<file path="src/rtl/operand_bypass_ctrl.sv">
// rtl/operand_bypass_ctrl.sv - ID/EX operand bypass mux with load-use stall and flush control
module operand_bypass_ctrl #(
   parameter int XLEN  = 32,
   parameter int CNT_W = 16
) (
   input  logic             clk,
   input  logic             rst_n,
   input  logic             B_JUMP,
   input  logic [4:0]       rs1_now,
   input  logic [4:0]       rs2_now,
   input  logic [5:0]       forward_EN1,
   input  logic [5:0]       forward_EN2,
   input  logic             stall_EN1,
   input  logic             stall_EN2,
   input  logic [XLEN-1:0]  rf_rdata1,
   input  logic [XLEN-1:0]  rf_rdata2,
   input  logic [XLEN-1:0]  ex_imm,
   input  logic [XLEN-1:0]  ex_aluout,
   input  logic [XLEN-1:0]  mem_imm,
   input  logic [XLEN-1:0]  mem_aluout,
   input  logic [XLEN-1:0]  mem_rdata,
   output logic             pc_en,
   output logic             ifid_en,
   output logic             ifid_flush,
   output logic [XLEN-1:0]  ex_op1,
   output logic [XLEN-1:0]  ex_op2,
   output logic             ex_valid,
   output logic [CNT_W-1:0] stall_cnt,
   output logic [CNT_W-1:0] flush_cnt
);

   typedef enum logic [1:0] {RUN, LDSTALL, FLUSH} state_t;

   state_t          state;
   logic            hz1;
   logic            hz2;
   logic            in_ld;
   logic            do_stall;
   logic [XLEN-1:0] sel1;
   logic [XLEN-1:0] sel2;

   // Operand source for one slot. In the replay cycle the load has reached MEM,
   // so both a latched hazard and a load-use select take the load data; outside
   // it a load-use select only occurs on a bubble cycle, so rf data is harmless.
   function automatic logic [XLEN-1:0] pick(
      input logic [4:0]      rs,
      input logic [5:0]      fwd,
      input logic [XLEN-1:0] rf,
      input logic            hz
   );
      if (rs == 5'd0)    return '0;
      else if (hz)       return mem_rdata;
      else if (fwd[5])   return ex_imm;
      else if (fwd[4])   return mem_imm;
      else if (fwd[3])   return ex_aluout;
      else if (fwd[2])   return mem_aluout;
      else if (fwd[1])   return in_ld ? mem_rdata : rf;
      else if (fwd[0])   return mem_rdata;
      else               return rf;
   endfunction

   // Stall decode and operand selection; stalls only start from RUN and a jump beats them.
   always_comb begin
      in_ld      = (state == LDSTALL);
      do_stall   = (state == RUN) && !B_JUMP && (stall_EN1 || stall_EN2);
      sel1       = pick(rs1_now, forward_EN1, rf_rdata1, hz1 && in_ld);
      sel2       = pick(rs2_now, forward_EN2, rf_rdata2, hz2 && in_ld);
      pc_en      = !rst_n || !do_stall;
      ifid_en    = !rst_n || !do_stall;
      ifid_flush = rst_n && B_JUMP;
   end

   // FSM, ID/EX operand register and saturating event counters.
   always_ff @(posedge clk or negedge rst_n) begin
      if (!rst_n) begin
         state     <= RUN;
         hz1       <= 1'b0;
         hz2       <= 1'b0;
         ex_op1    <= '0;
         ex_op2    <= '0;
         ex_valid  <= 1'b0;
         stall_cnt <= '0;
         flush_cnt <= '0;
      end else if (B_JUMP) begin
         state    <= FLUSH;
         hz1      <= 1'b0;
         hz2      <= 1'b0;
         ex_op1   <= '0;
         ex_op2   <= '0;
         ex_valid <= 1'b0;
         if (flush_cnt != '1) flush_cnt <= flush_cnt + 1'b1;
      end else if (do_stall) begin
         state    <= LDSTALL;
         hz1      <= stall_EN1;
         hz2      <= stall_EN2;
         ex_op1   <= '0;
         ex_op2   <= '0;
         ex_valid <= 1'b0;
         if (stall_cnt != '1) stall_cnt <= stall_cnt + 1'b1;
      end else begin
         state    <= RUN;
         hz1      <= 1'b0;
         hz2      <= 1'b0;
         ex_op1   <= sel1;
         ex_op2   <= sel2;
         ex_valid <= 1'b1;
      end
   end

endmodule
</file>
<file path="config.mk">
export PLATFORM = sky130hd
export DESIGN_NAME = operand_bypass_ctrl
export DESIGN_NICKNAME = d
export VERILOG_FILES = /design/src/rtl/operand_bypass_ctrl.sv
export SDC_FILE = /design/constraint.sdc
export NUM_CORES = 1
export LEC_CHECK = 0
export ABC_CLOCK_PERIOD_IN_PS = 2060
export CAP_MARGIN = 10
export CORE_MARGIN = 2
export CORE_UTILIZATION = 30
export DETAILED_ROUTE_END_ITERATION = 12
export GPL_TIMING_DRIVEN = 0
export PLACE_DENSITY = 0.65
export RECOVER_POWER = 100
export SETUP_SLACK_MARGIN = 0.2
export SYNTH_ARGS = -nofsm -noshare
export SYNTH_HDL_FRONTEND = slang
export SYNTH_SLANG_ARGS = --single-unit
</file>
<file path="constraint.sdc">
create_clock -name clk -period 2.06 [get_ports clk]
set_clock_uncertainty 0.05 [all_clocks]
set_input_delay 0.206 -clock clk [delete_from_list [all_inputs] [get_ports clk]]
set_output_delay 0.206 -clock clk [all_outputs]
set_load 0.1 [all_outputs]
</file>
==> results of run 1 <==
==> logic make-up (layout without fill, tap and decap cells) <==
logic type / count (synthesis) / count (layout)
buffers and inverters: 133 / 509
xor gates and xnor gates: 19 / 19
AOI/OAI and AO/OA: 408 / 408
muxes: 6 / 6
and+or+nand+nor: 347 / 347
adders and majority gates: 2 / 2
DFF: 101 / 101
other: 0 / 4
==> critical path, delay by kind of cell, from the launching register on <==
| kind | cells | cell delay [ps] |
|---|---|---|
| buffers and inverters | 2 | 370 |
| AOI/OAI and AO/OA | 3 | 650 |
| and+or+nand+nor | 1 | 280 |
| DFF | 1 | 450 |
==> where the power goes <==
group	switching, mW	internal, mW
registers	0.206	2.25
logic	2.63	1.09
clock network	0.989	0.865
==> layout make-up <==
cell class	count	share of cell area, %
clock buffers	9	1.87
diodes	4	0.0833
multi-input cells	782	39.7
flip-flops and latches	101	21.8
plain buffers	99	4.45
repair buffers	360	27.0
inverters	34	1.06
clock inverters	7	0.614
well taps	335	3.49
==> sequential cells by signal, summed over array words and instances (netlist names) <==
name       cells
ex_op1        32
ex_op2        32
flush_cnt     16
stall_cnt     16
state          2
ex_valid       1
hz1            1
hz2            1
==> synthesized netlist by cell type (all sizes together), types with 4 or more instances <==
cell type  instances
o21ai            134
nand2            114
dfrtp            101
a21oi             72
nand3             69
nor2              69
clkbuf            62
buf               37
nor2b             35
inv               34
a21o              32
a311oi            32
o311a             32
a222oi            31
o211ai            31
o22ai             31
xor2              14
nand4             12
nor3               9
and2               7
mux2               6
nand2b             5
xnor2              5
and4               4
nand3b             4
==> metrics by stage <==
stage | setup TNS [ps] | hold WS (ps)
4_1_cts | 0 | -289
6_report | 0 | -127
5_1_grt | 0 | -54.5
2_1_floorplan | 0 | -140
3_5_place_dp | -16880 | 113
3_3_place_gp | -414160 | 418
==> what timing repair did <==
action / 4_1_cts / 5_1_grt
setup buffers: 6 / 5
resized for setup: 226 / 93
pin swaps: 6 / 20
endpoints found under the hold margin: 40 / 40
endpoints found under the setup margin: 164 / 82
==> worst paths after layout <==
path	end	slack (ps)	depth (start not counted)
setup / recovery	ex_op1[21]	130	6
hold / removal	ex_op2[24]	-130	2
setup reg to reg	ex_op1[21]	130	6
hold reg to reg	stall_cnt[15]	430	1
max in group asynchronous	ex_op2[2]	950	4
min in group clk	ex_op2[1]	190	3
==> routing by layer <==
layer	vias to the layer above	routed length [µm]	global-route usage, %
met5	-	16	0
met2	553	19000	47.4
li1	4542	-	-
met1	4703	16400	37.1
met4	2	1230	10.8
met3	84	4300	7.09
==> summary.txt, run 1 <==
Global routing
  – Pin count of the biggest net entering global routing: between 60 and 70
  – GRT Resource Usage Total: between 20 and 30%
  – Number of global-route vias before repair: 9,864
  – Wire length of the first global-routing pass: between 50,000 and 60,000 µm
  – Antenna violations before repair: 6
  – Grt total ovfl: 0

Clock network
  – Maximum level of the CTS H-tree: 3
  – Clock transition at the register clock pins on the worst setup and hold paths after CTS: ~90 ps
  – CTS Buf Count: 9
  – Sinks on the clock net: 101
  – Clock Root Buffer: clkbuf_16
  – Clock tree from TritonCTS: yes
  – CTS Buffer Depth: 2
  – Clock latency on the worst-skew pair: ~380 ps

Placed design
  – Placer's final routability congestion estimate: 0.995
  – Post-Place Cells: approximately 1,700
  – IO buf count: 345
  – Post-detail-place hpwl: a little over 30,000 µm
  – Area post-placement: around 12,000 µm²
  – Post-placement setup slack: -757 ps

Floorplan
  – Top-Level Pins: roughly 350
  – DIE AREA: ~27,000 µm²
  – Die boundary height: about 170 µm
  – Standard-cell rows: 59
  – Horizontal die dimension: 165 µm
  – Initial Util: a little under a third
  – Placeable core area: between 20,000 and 30,000 µm²

Layout
  – Post-Layout Cell Count: 1,731
  – Synth-to-Final Area Change: 53.7%
  – Commonest cells after routing, fill and taps aside: clkdlybuf4s50_1 (244), o21ai_0 (117), nand2_1 (113)
  – Number of inserted filler cells in the final layout: between 2,000 and 3,000
  – Area taken by multi-input logic gates: between 4000 and 5000 µm²
  – Design area: ~12,000 µm²
  – Final core occ: between 40% and 50%
  – Fraction of layout cells with a size suffix above 1: around an eighth
  – Most common library cell in the layout ignoring fill and taps: clkdlybuf4s50_1
  – Fin nets: between 1,500 and 2,000
  – Sequential cell area: 2620 µm²

Worst setup path
  – Arrival time of the worst setup path: approximately 2100 ps
  – Critical path capture point type: flop
  – Worst Setup Start Kind: flop
  – Worst setup path start: state[0]
  – CP max stage delay: around 450 ps
  – WP data required: approximately 2300 ps
  – Category of the most critical setup path: reg -> reg
  – Critical path's slowest cell: dfrtp_1
  – Maximum fanout along the worst path: 10
  – CP cell instances: buf_12 > and3b_2 > clkbuf_2 > o21ai_1 > a21oi_2 > o311a_1
  – Launch point of the worst reg-to-reg path: state[0]

Power and ir drop
  – Lkg Pwr: about 4.8 nW
  – Power density over the cells: between 600 and 700 nW/µm²
  – Total design power: around 8.0 mW
  – Maximum ir drop on the vdd rail: about 1.1 mV

Logic synthesis
  – Number of enable-type register cells in the synthesized netlist: 0
  – Mean instance size in the synthesized netlist: around 7.7 µm²
  – Number of register bits inferred by synthesis: between 100 and 150
  – Predominant post-synthesis flop cell: dfrtp_1
  – Yosys top cell by area: dfrtp_1
  – Synthesized Nets: about 1,300
  – XOR/XNOR Fraction of Synth Area: 2.13%
  – Portion of the post-synthesis area used by sequential elements: 32.3%
  – FFs w/ async S/R, synth: 100%
  – Arithmetic-cell share of the synthesized area counting full adders, half adders and majority gates: less than 1%
  – Post-synthesis mux area share: less than 1%
  – Main combinational cell family by area after synthesis: compound AO/OA/AOI/OAI gates
  – Cell area after synthesis: 7820 µm²
  – Area share of and/or/nand/nor cells after synthesis: a little over a fifth
  – Synth top area cells: dfrtp_1 (32%), o21ai_0 (8.5%), nand2_1 (5.5%)
  – Post-synthesis instance total: around 1,000
  – Synth Area in Compound Gates: between 30% and 40%
  – Synth Warn #: 0
  – Number of library cell types mapped by synthesis: 57
  – Area share of the largest cell type after synthesis: around a third

STA
  – Transition time at the pin with the least slew margin: about 1300 ps
  – Final hold violation count: a little over 60
  – Headroom to the max-slew limit: 12.7%
  – Slew Viols, Final: 0
  – Post-route worst hold slack: -127 ps
  – RSZ-0062 raised after global routing: true
  – Setup violators final: 0
  – Least setup slack across all paths after layout: 131 ps
  – Minimum clock period: just under 2000 ps
  – F_max: between 0.5 and 0.6 GHz
  – Final period utilization: 93.6%

Drt
  – Final WL: about 41,000 µm
  – Initial DRC count: roughly 1,300
  – Routed vias: 9,884
  – Average wire length per cell after detail routing: 23.7 µm
  – Final antenna-violating net count: 0
  – Total iterations of the first detailed-routing run: 8
  – Vias per cell: 5.71
  – Remaining routing DRC violations: 0

Worst hold path
  – HP Class: in -> async

Outcome
  – Status: complete, but fails checks
  – Violated checks: negative hold slack

Flow run
  – Count of maximum capacitance violations: 0
No activity file was read; power rests on OpenSTA's default activity.
==> run 2: changes to the inputs <==
--- a/config.mk
+++ b/config.mk
@@ -5,7 +5,6 @@
 export SDC_FILE = /design/constraint.sdc
 export NUM_CORES = 1
 export LEC_CHECK = 0
-export ABC_CLOCK_PERIOD_IN_PS = 2060
 export CAP_MARGIN = 10
 export CORE_MARGIN = 2
 export CORE_UTILIZATION = 30
@@ -14,6 +13,7 @@
 export PLACE_DENSITY = 0.65
 export RECOVER_POWER = 100
 export SETUP_SLACK_MARGIN = 0.2
+export SKIP_LAST_GASP = 1
 export SYNTH_ARGS = -nofsm -noshare
 export SYNTH_HDL_FRONTEND = slang
 export SYNTH_SLANG_ARGS = --single-unit
==> results of run 2 <==
No change in the layout: final DEF, timing and power equal those of run 1.
